[src/rtl/mcpu_pkg.sv]
// Shared encodings for the multi-cycle MIPS controller: FSM states, opcode/funct
// values, ALU operation codes and datapath mux selects.
package mcpu_pkg;

    typedef enum logic [4:0] {
        S_IF     = 5'd0,
        S_ID     = 5'd1,
        S_EX_R   = 5'd2,
        S_WB_R   = 5'd3,
        S_EX_I   = 5'd4,
        S_WB_I   = 5'd5,
        S_EX_MA  = 5'd6,
        S_MEM_RD = 5'd7,
        S_WB_LW  = 5'd8,
        S_MEM_WR = 5'd9,
        S_BR     = 5'd10,
        S_JMP    = 5'd11,
        S_JAL    = 5'd12,
        S_JR     = 5'd13,
        S_JALR   = 5'd14,
        S_WB_LUI = 5'd15,
        S_ERET   = 5'd16,
        S_INT    = 5'd17
    } state_e;

    localparam logic [5:0] OP_RTYPE = 6'b000000;
    localparam logic [5:0] OP_J     = 6'b000010;
    localparam logic [5:0] OP_JAL   = 6'b000011;
    localparam logic [5:0] OP_BEQ   = 6'b000100;
    localparam logic [5:0] OP_BNE   = 6'b000101;
    localparam logic [5:0] OP_ADDI  = 6'b001000;
    localparam logic [5:0] OP_SLTI  = 6'b001010;
    localparam logic [5:0] OP_ANDI  = 6'b001100;
    localparam logic [5:0] OP_ORI   = 6'b001101;
    localparam logic [5:0] OP_XORI  = 6'b001110;
    localparam logic [5:0] OP_LUI   = 6'b001111;
    localparam logic [5:0] OP_ERET  = 6'b010000;
    localparam logic [5:0] OP_LW    = 6'b100011;
    localparam logic [5:0] OP_SW    = 6'b101011;

    localparam logic [5:0] FN_JR    = 6'b001000;
    localparam logic [5:0] FN_JALR  = 6'b001001;

    localparam logic [2:0] ALU_AND = 3'b000;
    localparam logic [2:0] ALU_OR  = 3'b001;
    localparam logic [2:0] ALU_ADD = 3'b010;
    localparam logic [2:0] ALU_XOR = 3'b011;
    localparam logic [2:0] ALU_NOR = 3'b100;
    localparam logic [2:0] ALU_SRL = 3'b101;
    localparam logic [2:0] ALU_SUB = 3'b110;
    localparam logic [2:0] ALU_SLT = 3'b111;

    localparam logic [2:0] PCS_ALU    = 3'b000;
    localparam logic [2:0] PCS_ALUOUT = 3'b001;
    localparam logic [2:0] PCS_JUMP   = 3'b010;
    localparam logic [2:0] PCS_RS     = 3'b011;
    localparam logic [2:0] PCS_EPC    = 3'b100;
    localparam logic [2:0] PCS_VECTOR = 3'b101;

    localparam logic [1:0] DTR_ALUOUT = 2'b00;
    localparam logic [1:0] DTR_MDR    = 2'b01;
    localparam logic [1:0] DTR_LUI    = 2'b10;
    localparam logic [1:0] DTR_PC     = 2'b11;

    // Returns {valid, alu_code} for an R-type ALU funct field.
    function automatic logic [3:0] fun_alu(input logic [5:0] fun);
        case (fun)
            6'b100000: fun_alu = {1'b1, ALU_ADD};
            6'b100010: fun_alu = {1'b1, ALU_SUB};
            6'b100100: fun_alu = {1'b1, ALU_AND};
            6'b100101: fun_alu = {1'b1, ALU_OR};
            6'b100110: fun_alu = {1'b1, ALU_XOR};
            6'b100111: fun_alu = {1'b1, ALU_NOR};
            6'b000010: fun_alu = {1'b1, ALU_SRL};
            6'b101010: fun_alu = {1'b1, ALU_SLT};
            default:   fun_alu = {1'b0, ALU_AND};
        endcase
    endfunction

    // ALU code for the immediate-arithmetic opcodes.
    function automatic logic [2:0] op_alu(input logic [5:0] op);
        case (op)
            OP_ADDI: op_alu = ALU_ADD;
            OP_ANDI: op_alu = ALU_AND;
            OP_ORI:  op_alu = ALU_OR;
            OP_XORI: op_alu = ALU_XOR;
            OP_SLTI: op_alu = ALU_SLT;
            default: op_alu = ALU_ADD;
        endcase
    endfunction

endpackage

[src/rtl/mcpu_ctrl_int_arb.sv]
// Interrupt pending register: rising-edge capture per line, fixed priority
// (lowest index wins), one-hot acknowledge while the controller is granting.
module int_pending_arb #(
    parameter int N_INT    = 4,
    parameter int INT_ID_W = (N_INT > 1) ? $clog2(N_INT) : 1
) (
    input  logic                clk,
    input  logic                rst,
    input  logic [N_INT-1:0]    int_req_i,
    input  logic                grant_i,
    output logic                any_pending_o,
    output logic [INT_ID_W-1:0] int_id_o,
    output logic [N_INT-1:0]    int_ack_o
);

    logic [N_INT-1:0] hist_q, pending_q, pending_d, rise_s;
    logic             found_s;

    // Lowest-index pending source, acknowledge and next pending state.
    always_comb begin
        int_id_o = '0;
        found_s  = 1'b0;
        for (int i = 0; i < N_INT; i++) begin
            if (pending_q[i] && !found_s) begin
                int_id_o = INT_ID_W'(i);
                found_s  = 1'b1;
            end else begin
                found_s  = found_s;
            end
        end
        any_pending_o = |pending_q;
        int_ack_o     = (grant_i && found_s) ? (N_INT'(1) << int_id_o) : '0;
        rise_s        = int_req_i & ~hist_q;
        // A fresh edge on the bit being acknowledged keeps it pending.
        pending_d     = (pending_q & ~int_ack_o) | rise_s;
    end

    // Request history and pending bits.
    always_ff @(posedge clk) begin
        if (rst) begin
            hist_q    <= '0;
            pending_q <= '0;
        end else begin
            hist_q    <= int_req_i;
            pending_q <= pending_d;
        end
    end

endmodule

[src/rtl/mcpu_ctrl_int.sv]
// Multi-cycle MIPS control FSM with memory stall and vectored interrupts taken
// only at instruction boundaries.
module mcpu_ctrl_int
    import mcpu_pkg::*;
#(
    parameter int N_INT      = 4,
    parameter int INT_ID_W   = (N_INT > 1) ? $clog2(N_INT) : 1,
    parameter int ALU_CTRL_W = 3
) (
    input  logic                  clk,
    input  logic                  rst,
    input  logic [5:0]            OPcode,
    input  logic [5:0]            Fun,
    input  logic                  zero,
    input  logic                  MIO_ready,
    input  logic [N_INT-1:0]      int_req,
    input  logic                  int_en,
    output logic                  IorD,
    output logic                  IRWrite,
    output logic                  mem_r,
    output logic                  mem_w,
    output logic                  CPU_MIO,
    output logic                  RegDst,
    output logic                  Jal,
    output logic                  ALUSrcA,
    output logic [1:0]            ALUSrc_B,
    output logic [ALU_CTRL_W-1:0] ALU_Control,
    output logic [1:0]            DatatoReg,
    output logic                  RegWrite,
    output logic                  PCWrite,
    output logic [2:0]            PCSource,
    output logic                  epc_we,
    output logic [INT_ID_W-1:0]   int_id,
    output logic [N_INT-1:0]      int_ack,
    output logic                  in_isr,
    output logic                  illegal,
    output logic [4:0]            state
);

    state_e     state_q, state_d, bound_s;
    logic       in_isr_q, in_isr_d;
    logic       any_pending_s;
    logic [2:0] alu_s;
    logic [3:0] fun_dec_s;

    int_pending_arb #(.N_INT(N_INT), .INT_ID_W(INT_ID_W)) u_arb (
        .clk           (clk),
        .rst           (rst),
        .int_req_i     (int_req),
        .grant_i       ((state_q == S_INT) && !rst),
        .any_pending_o (any_pending_s),
        .int_id_o      (int_id),
        .int_ack_o     (int_ack)
    );

    assign in_isr      = in_isr_q;
    assign state       = rst ? 5'd0 : state_q;
    assign ALU_Control = ALU_CTRL_W'(alu_s);
    assign fun_dec_s   = fun_alu(Fun);

    // Next state, ISR flag and Moore datapath controls; everything idles in reset.
    always_comb begin
        state_d   = state_q;
        in_isr_d  = in_isr_q;
        IorD      = 1'b0;
        IRWrite   = 1'b0;
        mem_r     = 1'b0;
        mem_w     = 1'b0;
        CPU_MIO   = 1'b0;
        RegDst    = 1'b0;
        Jal       = 1'b0;
        ALUSrcA   = 1'b0;
        ALUSrc_B  = 2'b00;
        alu_s     = ALU_AND;
        DatatoReg = DTR_ALUOUT;
        RegWrite  = 1'b0;
        PCWrite   = 1'b0;
        PCSource  = PCS_ALU;
        epc_we    = 1'b0;
        illegal   = 1'b0;
        bound_s   = (int_en && !in_isr_q && any_pending_s) ? S_INT : S_IF;
        if (!rst) begin
            case (state_q)
                S_IF: begin
                    mem_r   = 1'b1;
                    CPU_MIO = 1'b1;
                    if (MIO_ready) begin
                        IRWrite  = 1'b1;
                        PCWrite  = 1'b1;
                        ALUSrc_B = 2'b01;
                        alu_s    = ALU_ADD;
                        state_d  = S_ID;
                    end else begin
                        state_d  = S_IF;
                    end
                end
                S_ID: begin
                    ALUSrc_B = 2'b11;
                    alu_s    = ALU_ADD;
                    case (OPcode)
                        OP_RTYPE: begin
                            if (Fun == FN_JR) begin
                                state_d = S_JR;
                            end else if (Fun == FN_JALR) begin
                                state_d = S_JALR;
                            end else if (fun_dec_s[3]) begin
                                state_d = S_EX_R;
                            end else begin
                                illegal = 1'b1;
                                state_d = bound_s;
                            end
                        end
                        OP_LW, OP_SW:                              state_d = S_EX_MA;
                        OP_BEQ, OP_BNE:                            state_d = S_BR;
                        OP_J:                                      state_d = S_JMP;
                        OP_JAL:                                    state_d = S_JAL;
                        OP_LUI:                                    state_d = S_WB_LUI;
                        OP_ADDI, OP_ANDI, OP_ORI, OP_XORI, OP_SLTI: state_d = S_EX_I;
                        OP_ERET:                                   state_d = S_ERET;
                        default: begin
                            illegal = 1'b1;
                            state_d = bound_s;
                        end
                    endcase
                end
                S_EX_R: begin
                    ALUSrcA = 1'b1;
                    alu_s   = fun_dec_s[2:0];
                    state_d = S_WB_R;
                end
                S_WB_R: begin
                    RegDst   = 1'b1;
                    RegWrite = 1'b1;
                    state_d  = bound_s;
                end
                S_EX_I: begin
                    ALUSrcA  = 1'b1;
                    ALUSrc_B = 2'b10;
                    alu_s    = op_alu(OPcode);
                    state_d  = S_WB_I;
                end
                S_WB_I: begin
                    RegWrite = 1'b1;
                    state_d  = bound_s;
                end
                S_EX_MA: begin
                    ALUSrcA  = 1'b1;
                    ALUSrc_B = 2'b10;
                    alu_s    = ALU_ADD;
                    state_d  = (OPcode == OP_SW) ? S_MEM_WR : S_MEM_RD;
                end
                S_MEM_RD: begin
                    mem_r   = 1'b1;
                    CPU_MIO = 1'b1;
                    IorD    = 1'b1;
                    state_d = MIO_ready ? S_WB_LW : S_MEM_RD;
                end
                S_WB_LW: begin
                    RegWrite  = 1'b1;
                    DatatoReg = DTR_MDR;
                    state_d   = bound_s;
                end
                S_MEM_WR: begin
                    mem_w   = 1'b1;
                    CPU_MIO = 1'b1;
                    IorD    = 1'b1;
                    state_d = MIO_ready ? bound_s : S_MEM_WR;
                end
                S_BR: begin
                    ALUSrcA  = 1'b1;
                    alu_s    = ALU_SUB;
                    PCSource = PCS_ALUOUT;
                    // OPcode[0] separates bne (000101) from beq (000100).
                    PCWrite  = zero ^ OPcode[0];
                    state_d  = bound_s;
                end
                S_JMP, S_JAL: begin
                    PCWrite  = 1'b1;
                    PCSource = PCS_JUMP;
                    if (state_q == S_JAL) begin
                        RegWrite  = 1'b1;
                        Jal       = 1'b1;
                        DatatoReg = DTR_PC;
                    end else begin
                        RegWrite  = 1'b0;
                    end
                    state_d  = bound_s;
                end
                S_JR, S_JALR: begin
                    PCWrite  = 1'b1;
                    PCSource = PCS_RS;
                    if (state_q == S_JALR) begin
                        RegWrite  = 1'b1;
                        RegDst    = 1'b1;
                        DatatoReg = DTR_PC;
                    end else begin
                        RegWrite  = 1'b0;
                    end
                    state_d  = bound_s;
                end
                S_WB_LUI: begin
                    RegWrite  = 1'b1;
                    DatatoReg = DTR_LUI;
                    state_d   = bound_s;
                end
                S_ERET: begin
                    PCWrite  = 1'b1;
                    PCSource = PCS_EPC;
                    in_isr_d = 1'b0;
                    // Leaving the handler, so another pending source may enter at once.
                    state_d  = (int_en && any_pending_s) ? S_INT : S_IF;
                end
                S_INT: begin
                    epc_we   = 1'b1;
                    PCWrite  = 1'b1;
                    PCSource = PCS_VECTOR;
                    in_isr_d = 1'b1;
                    state_d  = S_IF;
                end
                default: state_d = S_IF;
            endcase
        end else begin
            state_d  = S_IF;
            in_isr_d = 1'b0;
        end
    end

    // State and handler-active registers.
    always_ff @(posedge clk) begin
        if (rst) begin
            state_q  <= S_IF;
            in_isr_q <= 1'b0;
        end else begin
            state_q  <= state_d;
            in_isr_q <= in_isr_d;
        end
    end

endmodule
[config.mk]
export PLATFORM = sky130hd
export DESIGN_NAME = mcpu_ctrl_int
export DESIGN_NICKNAME = d
export VERILOG_FILES = /design/src/rtl/mcpu_pkg.sv /design/src/rtl/mcpu_ctrl_int_arb.sv /design/src/rtl/mcpu_ctrl_int.sv
export SDC_FILE = /design/constraint.sdc
export NUM_CORES = 1
export LEC_CHECK = 0
export CAP_MARGIN = 10
export CELL_PAD_IN_SITES_DETAIL_PLACEMENT = 1
export CELL_PAD_IN_SITES_GLOBAL_PLACEMENT = 1
export CORE_ASPECT_RATIO = 0.75
export CORE_MARGIN = 3
export CORE_UTILIZATION = 28
export CTS_CLUSTER_SIZE = 24
export DETAILED_ROUTE_END_ITERATION = 8
export PLACE_DENSITY = 0.83
export SYNTH_ARGS = -nofsm -noshare
export SYNTH_HDL_FRONTEND = slang
export SYNTH_SLANG_ARGS = --single-unit
[constraint.sdc]
create_clock -name clk -period 1.9 [get_ports clk]
set_clock_uncertainty 0.05 [all_clocks]
set_input_delay 0.38 -clock clk [delete_from_list [all_inputs] [get_ports clk]]
set_output_delay 0.38 -clock clk [all_outputs]
set_load 0.02 [all_outputs]
==> results of run 1 <==
==> per-stage QoR <==
| stage | TNS (ns) | util [%] | setup slack, ns |
|---|---|---|---|
| CTS | -2.538 | 63.59 | -0.3192 |
| global placement | -22.45 | 53.94 | -1.142 |
| floorplan | -0.5637 | - | -0.2241 |
| detailed placement | -23.42 | 53.94 | -1.239 |
==> cell families after synthesis <==
| logic type | after synthesis |
|---|---|
| compound gates | 74 |
| xor+xnor | 4 |
| buf+inv | 27 |
| flops | 14 |
| mux | 3 |
| simple gates | 138 |
==> what timing repair did <==
action / in CTS
gates cloned: 1
pin swaps: 37
setup endpoints to repair: 38
resized for setup: 291
setup buffers: 23
==> run metrics, run 1 <==
IO buf count=54; post-synthesis adder-cell area fraction=0%; synth cell count leaders=35 x nor2_1, 27 x nand2_1, 21 x a21oi_1; syn_nets=281; DP Area=2980 µm²; XOR/XNOR share of the synthesized area=2.124%; IO Count=55; combinational family with the most area after synthesis=simple AND/OR/NAND/NOR gates; Halt Reason=[ERROR DPL-0033] detailed placement checks failed during check placement.; Failed at=5_1_grt; Seq/Total Area, Yosys=17.00%; largest area contributor in the netlist=dfxtp_1; clock sink count=14; top-area cell type share of the netlist area=17.00%; Die X-Extent=94.62 µm; top_reg_cell synth=dfxtp_1; clock root cell=clkbuf_8; final RePlAce weighted congestion=0.9310; Post-synth EDFFs=0; worst-case clock buffer depth=2; Avg Inst Size Synth=6.343 µm²; Cell Area, Synth=1649 µm²; DPL Wire Length=6934 µm; Synth Area in Simple Gates=43.55%; yosys warns=0; post-synthesis mux area share=1.897%; most frequent cell after synthesis=nor2_1; Starting Density=29.85%; Async SR Flop Fraction=0%; Inst Count DP=457; Cells after Synth=260; largest net degree at the start of global routing=14; grt repair worst endpoint=ALU_Control[1]; initial antenna violation count=0; worst ep type=primary output; clock buffer count from CTS=3; Yosys reg bits=14; status=did not finish; ranking of synthesized cells by area=dfxtp_1 17%, nor2_1 8.0%, a21oi_1 6.4%, nand2_1 6.1%, nor2b_1 6.1%; H-Tree Depth=1; cts-stage hold buffer count=0; number of distinct library cells after synthesis=48; Rows=23; Die Ht=72.46 µm; Compound-Gate Fraction of Synth Area=28.83%
==> run 2, diff against run 1 <==
==> config.mk (replaced) <==
export PLATFORM = sky130hd
export DESIGN_NAME = mcpu_ctrl_int
export DESIGN_NICKNAME = d
export VERILOG_FILES = /design/src/rtl/mcpu_pkg.sv /design/src/rtl/mcpu_ctrl_int_arb.sv /design/src/rtl/mcpu_ctrl_int.sv
export SDC_FILE = /design/constraint.sdc
export NUM_CORES = 1
export LEC_CHECK = 0
export CAP_MARGIN = 10
export CORE_MARGIN = 3
export CORE_UTILIZATION = 40
export DETAILED_ROUTE_END_ITERATION = 8
export PLACE_DENSITY_LB_ADDON = 0.15
export SYNTH_ARGS = -nofsm -noshare
export SYNTH_HDL_FRONTEND = slang
export SYNTH_SLANG_ARGS = --single-unit
==> constraint.sdc (replaced) <==
create_clock -name clk -period 2.45 [get_ports clk]
set_clock_uncertainty 0.05 [all_clocks]
set_input_delay 0.49 -clock clk [delete_from_list [all_inputs] [get_ports clk]]
set_output_delay 0.49 -clock clk [all_outputs]
set_load 0.02 [all_outputs]
==> run 2 against run 1 <==
  * The flow now finishes, with violations (setup timing)
  * Synthesized cell count stayed put
  * Area after synthesis stayed put
==> run metrics, run 2 <==
ranking of synthesized cells by area=dfxtp_1 17%, nor2_1 8.0%, a21oi_1 6.4%, nand2_1 6.1%, nor2b_1 6.1%; Slew Viols, Final=0; setup ws final=-0.05007 ns; Cells after Synth=260 (unchanged); CP Launch Type=input pin; Fin. Hold Viols=0; Worst Path Max Fanout=3; top_reg_cell synth=dfxtp_1; global-route wire length before repair=9487 µm; Seq/Total Area, Yosys=17.00% (unchanged); Hold/Removal Path Class=reg -> reg; worst-case clock buffer depth=2 (unchanged); vias in the first global route=2,169; number of distinct library cells after synthesis=48 (unchanged); routed length per instance=14.01 µm; area occupied by multi-input gates=1404 µm²; RSZ-0062 raised after global routing=yes; Rel. slew slack=55.20%; Critical Path RT=1.91 ns; syn_nets=281 (unchanged); vias per cell=5.475; Yosys reg bits=14 (unchanged); largest area contributor in the netlist=dfxtp_1; post-synthesis adder-cell area fraction=0% (unchanged); DP Area=2711 µm² (-9.0%); worst r2r src=u_arb.pending_q[2]$_SDFF_PP0_; XOR/XNOR share of the synthesized area=2.124% (unchanged); Crit Path Class=in -> out; final RePlAce weighted congestion=0.9513 (+2.2%); CTS tree=yes; ant diodes=0; DRT iter0 DRCs=116; Compound-Gate Fraction of Synth Area=28.83% (unchanged); Tcrit/Tclk final=102.0%; post-synthesis mux area share=1.897% (unchanged); die footprint=4929 µm²; H-Tree Depth=1 (unchanged); synth cell count leaders=35 x nor2_1, 27 x nand2_1, 21 x a21oi_1; status=complete, but fails checks; WL met2=2944 µm; Critical Path Sink Type=output pin; Largest regs=state_q: 5 flops, u_arb.hist_q: 4 flops, u_arb.pending_q: 4 flops; WL final=5871 µm; Synth Area in Simple Gates=43.55% (unchanged); Layout area overhead=72.23%; pre-CTS setup slack=-0.9043 ns (+0.3351 ns); failing checks=setup timing; crit path from=OPcode[5]; GRT Total Usage=22.83%; largest net degree at the start of global routing=16; Post-synth EDFFs=0 (unchanged); highest metal used=met4; Arrival @ worst endpoint=1.96 ns; Pwr Density=329.2 nW/µm²; yosys warns=0 (unchanged); Clock Pin Slew Worst Setup and Hold Paths=0.05 ns; Starting Density=43.10% (+13 points); routed via count=2,294; IO Count=55 (unchanged); combinational family with the most area after synthesis=simple AND/OR/NAND/NOR gates; Final Non-Filler Cells=419; layout cells sized above 1=33.69%; Post-Layout Inst Area=2840 µm²; Async SR Flop Fraction=0% (unchanged); Leakage Power=1.334 nW; initial antenna violation count=0; clock root cell=clkbuf_8; VDD IR-drop max=0.4570 mV; Min Hold Slack=0.4314 ns; top-area cell type share of the netlist area=17.00% (unchanged); most frequent cell after synthesis=nor2_1; Rows=22 (-4.3%); storage element area=282.8 µm²; final number of setup-violating endpoints=1; fin util=74.23%; Most flops, register=state_q; core footprint=3826 µm²; Setup TNS=-0.05007 ns; commonest non-fill, non-tap cell in the layout=buf_4; Total Power=0.9351 mW; worst slew pin tran=0.6634 ns; most frequent cells in the layout=74 x buf_4, 31 x nor2_1, 27 x nand2_1, 21 x a21oi_1, 19 x dlygate4sd2_1; Max-Cap Viols=0; Min Clock Period, post-route=2.500 ns; Inst Count DP=410 (-10%); grt ovf=0; Die X-Extent=70.21 µm (-26%); Final ANT Viol Nets=0; Die Ht=70.21 µm (-3.1%); clock latency on the worst-skew pair=0.24 ns; Largest register FFs=5; Avg Inst Size Synth=6.343 µm² (unchanged); IO buf count=54 (unchanged); clock sink count=14 (unchanged); filler instances=323; fmax=400.0 MHz; Met3 Wirelength=434 µm; nets=393; number of remaining DRC errors=0; clock buffer count from CTS=3 (unchanged); Met1 Routed Length=2412 µm; first-pass iteration count of the detailed router=4; DPL Wire Length=4491 µm (-35%); hold wc startpoint=u_arb.hist_q[3]$_SDFF_PP0_; Cell Area, Synth=1649 µm² (unchanged)
[run 2: layout make-up]
class / count / share of cell area (%)
sequential: 14 / 9.956
timing repair buffer: 126 / 35.51
clock buffer: 4 / 1.938
multi-input combinational: 219 / 49.43
inverter: 8 / 1.057
tap: 48 / 2.115
[run 2: report_power, final]
part,switching (mW),internal [mW]
registers,0.0198,0.243
clock network,0.0786,0.142
logic,0.227,0.224
[run 2: routing by layer]
layer  track usage, %  vias to the layer above
met1            27.82                     1029
met5                0                        -
met2            40.82                      108
met3            3.309                       10
li1                 -                     1147
met4            7.234                        0
[run 2: critical path: stages]
cell       delay, ns
buf_8           0.10
nand2b_4        0.13
a311o_1         0.39
a31oi_2         0.21
inv_2           0.09
a2111oi_4       0.36
buf_4           0.20
[run 2: cell families (layout without fill, tap and decap cells)]
family / after synthesis / in the layout
flip-flops: 14 / 14
XOR/XNOR: 4 / 4
AO/OA/AOI/OAI: 74 / 74
AND/OR/NAND/NOR: 138 / 138
buffers and inverters: 27 / 138
multiplexers: 3 / 3
[run 2: final timing paths]
| path | endpoint | slack (ns) | cells after the start |
|---|---|---|---|
| setup / recovery | illegal | -0.05 | 7 |
| hold / removal | u_arb.pending_q[3]$_SDFF_PP0_ | 0.43 | 2 |
| setup reg to reg | state_q[0]$_SDFF_PP0_ | 0.46 | 6 |
| hold reg to reg | u_arb.pending_q[3]$_SDFF_PP0_ | 0.43 | 2 |
[run 2: repair_timing]
item	CTS	global route
setup endpoints to repair	32	14
hold buffers	0	0
buffers inserted	2	3
pin swaps	10	10
resized for setup	69	47
Note: power is estimated with default switching activity, not from simulation.
==> run 3, diff against run 2 <==
--- a/config.mk
+++ b/config.mk
@@ -9,6 +9,7 @@
 export CORE_MARGIN = 3
 export CORE_UTILIZATION = 40
 export DETAILED_ROUTE_END_ITERATION = 8
+export DONT_BUFFER_PORTS = 1
 export PLACE_DENSITY_LB_ADDON = 0.15
 export SYNTH_ARGS = -nofsm -noshare
 export SYNTH_HDL_FRONTEND = slang
==> run 3 against run 2 <==
  * The flow now finishes without violations
  * Sequential power about the same
  * Total power down 18%
  * Worst hold slack worse by 0.17 ns
  * Core utilization down 22 points
  * Critical path type unchanged
  * First-iteration DRC count up 30%
  * Cell area down 29%
  * Sequential cell count unchanged
  * Global-route usage down 3.4 points
  * Clock power up 3%
  * Via count down 17%
  * Sequential share of layout area up 4.2 points
==> run metrics, run 3 (synthesized netlist as in run 2, its figures left out) <==
status=finished, final reports clean; nets=300 (-24%); Min Clock Period, post-route=2.364 ns (-0.1365 ns); largest net degree at the start of global routing=26 (+10); CP peak stage delay=0.38 ns (about the same); commonest non-fill, non-tap cell in the layout=nor2_1; grt ovf=0 (unchanged); first-pass iteration count of the detailed router=4 (unchanged); Final ANT Viol Nets=0 (unchanged); Hold/Removal Path Class=in -> reg; Worst Path Max Fanout=10 (+7); Clock Pin Slew Worst Setup and Hold Paths=0.06 ns (about the same); RSZ-0062 raised after global routing=no; Psw=0.2660 mW (-18%); DP Area=1916 µm² (-29%); IO buf count=0 (-100%); vias in the first global route=1,671 (-23%); Layout area overhead=21.47%; Starting Density=43.10% (unchanged); Pwr Density=384.6 nW/µm² (+17%); highest-delay cell along the critical path=a311o_1; H-Tree Depth=1 (unchanged); Post-Layout Inst Area=2003 µm² (-29%); pre-CTS setup slack=0.08943 ns (+0.9937 ns); routed via count=1,900 (-17%); Fin. Hold Viols=0 (unchanged); final number of setup-violating endpoints=0 (-1); Leakage Power=0.8012 nW (-40%); clock buffer count from CTS=3 (unchanged); Arrival @ worst endpoint=1.82 ns (-0.14 ns); Most flops, register=state_q; Max-Cap Viols=0 (unchanged); fin util=52.35% (-22 points); routed length per instance=14.90 µm (+6.4%); Buffers & Inverters on Critical Path=2 (-1); core footprint=3826 µm² (unchanged); CTS tree=yes; worst slew pin tran=0.5987 ns (-0.06468 ns); clock root cell=clkbuf_8; clock latency on the worst-skew pair=0.24 ns (about the same); ant diodes=0 (unchanged); fraction of power consumed by sequential logic=34.4% (+6.3 points); Min Hold Slack=0.2630 ns (-0.1684 ns); cell chain of the critical path=nand2b_4 > a311o_1 > a31oi_2 > inv_1 > a2111oi_4 > buf_4; number of remaining DRC errors=0 (unchanged); most frequent cells in the layout=34 x nor2_1, 32 x buf_4, 27 x nand2_1, 21 x a21oi_1; DRT iter0 DRCs=151 (+30%); worst-case clock buffer depth=2 (unchanged); final RePlAce weighted congestion=0.9019 (-5.2%); Top delay family on crit path=compound AO/OA/AOI/OAI gates; die footprint=4929 µm² (unchanged); CP Launch Type=input pin; Slew Viols, Final=0 (unchanged); GRT Total Usage=19.44% (-3.4 points); DPL Wire Length=3794 µm (-16%); clock sink count=14 (unchanged); Rows=22 (unchanged); WL final=4858 µm (-17%); Die Ht=70.21 µm (unchanged); global-route wire length before repair=8017 µm (-15%); vias per cell=5.828 (+6.5%); setup ws final=0.08639 ns (+0.1365 ns); Setup TNS=0 ns (+0.05007 ns); layout cells sized above 1=20.86% (-13 points); VDD IR-drop max=0.4121 mV (-9.8%); Largest regs=state_q: 5 flops, u_arb.hist_q: 4 flops, u_arb.pending_q: 4 flops; fmax=423.1 MHz (+5.8%); Die X-Extent=70.21 µm (unchanged); Tcrit/Tclk final=96.47% (-5.6 points); logic gate share of total power=35.9% (-12 points); initial antenna violation count=0 (unchanged); Rel. slew slack=59.57% (+4.4 points); cts-stage hold buffer count=0 (unchanged); Critical Path Sink Type=output pin; Pint=0.5045 mW (-17%); Sw Share=34.53% (-0.32 points); Critical Path RT=1.91 ns (about the same); Largest register FFs=5 (unchanged); IO Count=55 (unchanged); Clk pwr share=29.6% (+6.0 points); Crit Path Class=in -> out; post-CTS setup buffers=0 (-2)
-- run 3: timing repair --
action,CTS,global route
setup endpoints to repair,2,8
pin swaps,0,0
gates cloned,0,0
resized for setup,1,10
-- run 3: final cells by class --
cell class	count	area, µm²
timing repair buffer	33	251.5
inverter	8	30.03
clock buffer	4	55.05
fill	406	1823
tap	48	60.06
sequential	14	284.0
multi-input combinational	219	1323
-- run 3: worst reg2reg max path, cell delays in order, from the launching register on --
cell and delay [ns]:
dfxtp_1 0.35, o41ai_1 0.63, or2_2 0.26, nor2_1 0.05, a221o_1 0.30, nand3_1 0.09
a31oi_1 0.08
-- run 3: power groups by stage --
| stage | combinational, mW | sequential (mW) | clock (mW) |
|---|---|---|---|
| 2_1_floorplan | 0.223 | 0.257 | 0 |
| 3_3_place_gp | 0.268 | 0.268 | 0 |
| 3_5_place_dp | 0.268 | 0.268 | 0 |
| 4_1_cts | 0.270 | 0.263 | 0.230 |
| 5_1_grt | 0.306 | 0.268 | 0.244 |
| 6_report | 0.277 | 0.265 | 0.228 |
-- run 3: stage by stage --
| step | instances | total power, mW |
|---|---|---|
| finish | 326 | 0.7705 |
| global route | 326 | 0.8177 |
| CTS | 326 | 0.7632 |
| detailed placement | 322 | 0.5363 |
| global placement | 322 | 0.5362 |
| floorplan | 260 | 0.4800 |
-- run 3: final timing paths --
check / startpoint / endpoint / slack, ns / depth (start not counted)
hold / removal: rst / in_isr$_SDFFE_PP0P_ / 0.26 / 1
setup reg to reg: u_arb.pending_q[2]$_SDFF_PP0_ / state_q[0]$_SDFF_PP0_ / 0.53 / 6
setup / recovery: OPcode[5] / illegal / 0.09 / 6
hold reg to reg: u_arb.hist_q[1]$_SDFF_PP0_ / u_arb.pending_q[1]$_SDFF_PP0_ / 0.43 / 2
-- run 3: routing by layer --
metal / wire (µm) / GRT usage, %
met5: 0 / 0
met4: 21 / 3.404
met3: 337 / 3.885
met2: 2204 / 30.33
met1: 2293 / 27.82
==> run 4, diff against run 3 <==
--- a/config.mk
+++ b/config.mk
@@ -5,6 +5,7 @@
 export SDC_FILE = /design/constraint.sdc
 export NUM_CORES = 1
 export LEC_CHECK = 0
+export ABC_AREA = 1
 export CAP_MARGIN = 10
 export CORE_MARGIN = 3
 export CORE_UTILIZATION = 40
==> run 4 against run 3 <==
  * Worst hold slack got worse by 0.0035 ns
  * First-iteration DRC count decreased by 8.6%
  * Total power fell by 11%
  * Count of clock-buffer cells in the layout decreased by 1
  * Sequential power about the same
  * Synthesized cell count is 6.5% higher
  * Maximum frequency increased by 1.8%
  * Critical path depth is 2 higher
  * Register-to-register slack better by 0.18 ns
  * Sequential cell count stayed put
  * Critical path type is now reg -> out
  * Critical endpoint is now ALU_Control[0]
  * Largest cell class unchanged
==> run metrics, run 4 <==
status=finished, final reports clean; Hold/Removal Path Class=in -> reg; vias in the first global route=1,644 (-1.6%); final RePlAce weighted congestion=0.8739 (-3.1%); CP endpoint=ALU_Control[0]; worst r2r src=state_q[0]$_SDFF_PP0_; CP peak stage delay=0.43 ns (+0.05 ns); grt ovf=0 (unchanged); CP Launch Type=register; Setup TNS=0 ns (unchanged); Yosys reg bits=14 (unchanged); VDD IR-drop max=0.3873 mV (-6.0%); Clock Pin Slew Worst Setup and Hold Paths=0.06 ns (about the same); Largest regs=state_q: 5 flops, u_arb.hist_q: 4 flops, u_arb.pending_q: 4 flops; Avg Inst Size Synth=5.795 µm² (-8.6%); Cells after Synth=277 (+6.5%); Buffers & Inverters on Critical Path=2 (unchanged); Cell Area, Synth=1605 µm² (-2.7%); DPL Wire Length=3533 µm (-6.9%); syn_nets=298 (+6.0%); Min Clock Period, post-route=2.322 ns (-0.04136 ns); Leakage Power=0.8457 nW (+5.6%); Seq/Total Area, Yosys=17.46% (+0.46 points); filler instances=405 (-0.25%); R2R depth=7 (+1); fmax=430.6 MHz (+1.8%); Pwr Density=391.9 nW/µm² (+1.9%); largest area contributor in the netlist=dfxtp_1; crit path from=state_q[0]$_SDFF_PP0_; Most flops, register=state_q; worst slew pin tran=0.5031 ns (-0.09555 ns); Rows=22 (unchanged); Total Power=0.6879 mW (-11%); Async SR Flop Fraction=0% (unchanged); Final ANT Viol Nets=0 (unchanged); number of distinct library cells after synthesis=34 (-29%); die footprint=4809 µm² (-2.4%); IO buf count=0 (unchanged); Fin. Hold Viols=0 (unchanged); routed via count=1,731 (-8.9%); final number of setup-violating endpoints=0 (unchanged); global-route wire length before repair=7176 µm (-10%); cts-stage hold buffer count=0 (unchanged); first-pass iteration count of the detailed router=4 (unchanged); Die Ht=69.35 µm (-1.2%); Worst Path Max Fanout=8 (-2); cell chain of the critical path=nor2_2 > inv_1 > nor2_2 > nor3_2 > nor2_2 > a31oi_1 > a21oi_1 > buf_4; highest-delay cell along the critical path=dfxtp_1; pre-CTS setup slack=0.3168 ns (+0.2274 ns); Max-Cap Viols=0 (unchanged); register-to-register setup slack=0.71 ns (+0.18 ns); DRT iter0 DRCs=138 (-8.6%); clock latency on the worst-skew pair=0.24 ns (about the same); WL final=4247 µm (-13%); Reg2Reg Capture Point=u_arb.pending_q[1]$_SDFF_PP0_; Rel. slew slack=66.56% (+7.0 points); Slew Viols, Final=0 (unchanged); Critical Path Sink Type=output pin; clock buffer count from CTS=3 (unchanged); GRT Total Usage=17.27% (-2.2 points); routed length per instance=12.79 µm (-14%); RSZ-0062 raised after global routing=no; yosys warns=0 (unchanged); setup ws final=0.1277 ns (+0.04136 ns); Die X-Extent=69.35 µm (-1.2%); layout cells sized above 1=25.00% (+4.1 points); Starting Density=42.57% (-0.53 points); vias per cell=5.214 (-11%); worst-case clock buffer depth=2 (unchanged); Crit Path Class=reg -> out; Crit path depth=8 (+2); IO Count=55 (unchanged); CTS tree=yes; initial antenna violation count=0 (unchanged); Post-synth EDFFs=0 (unchanged); Top delay family on crit path=simple AND/OR/NAND/NOR gates; storage element area=280.3 µm² (-1.3%); Arrival @ worst endpoint=1.78 ns (-0.04 ns); synth cell count leaders=51 x nand2_1, 51 x nor2_1, 32 x inv_1; commonest non-fill, non-tap cell in the layout=nand2_1; clock sink count=14 (unchanged); ranking of synthesized cells by area=dfxtp_1 17%, nand2_1 12%, nor2_1 12%, inv_1 7.5%, nand3_1 7.2%; largest net degree at the start of global routing=37 (+42%); most frequent CP cell=nor2_2; number of remaining DRC errors=0 (unchanged); top_reg_cell synth=dfxtp_1; area occupied by multi-input gates=1134 µm² (-14%); top-area cell type share of the netlist area=17.46% (+0.46 points); clock root cell=clkbuf_8; ant diodes=0 (unchanged); H-Tree Depth=1 (unchanged); Critical Path RT=1.91 ns (about the same); nets=307 (+2.3%); Layout area overhead=9.353%; Largest register FFs=5 (unchanged); core footprint=3771 µm² (-1.4%); Tcrit/Tclk final=94.79% (-1.7 points); most frequent cells in the layout=51 x nand2_1, 49 x nor2_1, 32 x inv_1, 23 x nand3_1
run 4: logic make-up after synthesis:
logic type | synth area share (%)
flops | 17.46
simple gates | 55.18
buf+inv | 12.24
compound gates | 15.12
run 4: per-layer routing:
metal | vias up | wire [µm] | track usage (%) | share of wire [%]
met4 | 0 | 8 | 1.518 | 0.19
met3 | 2 | 361 | 6.087 | 8.5
met5 | - | 0 | 0 | 0
met2 | 52 | 1832 | 27.75 | 43
met1 | 770 | 2045 | 23.08 | 48
li1 | 907 | - | - | -
run 4: area by class of cell:
class / count / area share, %
Multi-Input combinational cell: 212 / 64.58
Timing Repair Buffer: 9 / 3.849
Sequential cell: 14 / 15.97
Clock buffer: 3 / 2.352
Tap cell: 48 / 3.421
Inverter: 46 / 9.836
run 4: metrics by stage:
stage	hold WS (ns)	utilization [%]	cell area (µm²)	std cells
finish	0.2595	46.55	1755	332
global route	0.2478	46.55	1755	332
CTS	0.2518	46.42	1750	332
detailed placement	0.3601	45.32	1709	329
global placement	0.3523	45.32	1709	329
floorplan	0.3482	-	1605	277
run 4: worst min path at each step:
| stage | start | endpoint | slack (ns) | depth (start not counted) |
|---|---|---|---|---|
| finish | rst | state_q[0]$_SDFF_PP0_ | 0.26 | 1 |
| floorplan | u_arb.hist_q[1]$_SDFF_PP0_ | u_arb.pending_q[1]$_SDFF_PP0_ | 0.35 | 1 |
| detailed placement | u_arb.hist_q[2]$_SDFF_PP0_ | u_arb.pending_q[2]$_SDFF_PP0_ | 0.36 | 1 |
| global placement | u_arb.hist_q[2]$_SDFF_PP0_ | u_arb.pending_q[2]$_SDFF_PP0_ | 0.35 | 1 |
| CTS | rst | state_q[0]$_SDFF_PP0_ | 0.25 | 1 |
| global route | rst | state_q[0]$_SDFF_PP0_ | 0.25 | 1 |
run 4: report_power, final:
group	internal, mW	leakage, nW	total (mW)	switching, mW
Combinational	0.0717	0.709	0.243	0.171
Clock	0.108	0.0216	0.182	0.0734
Sequential	0.244	0.116	0.264	0.0199
Total	0.424	0.846	0.688	0.264
run 4: repair_timing:
action / CTS / global route
gates resized for setup: 0 / 2
endpoints found under the setup margin: 0 / 2
setup buffers: 0 / 0
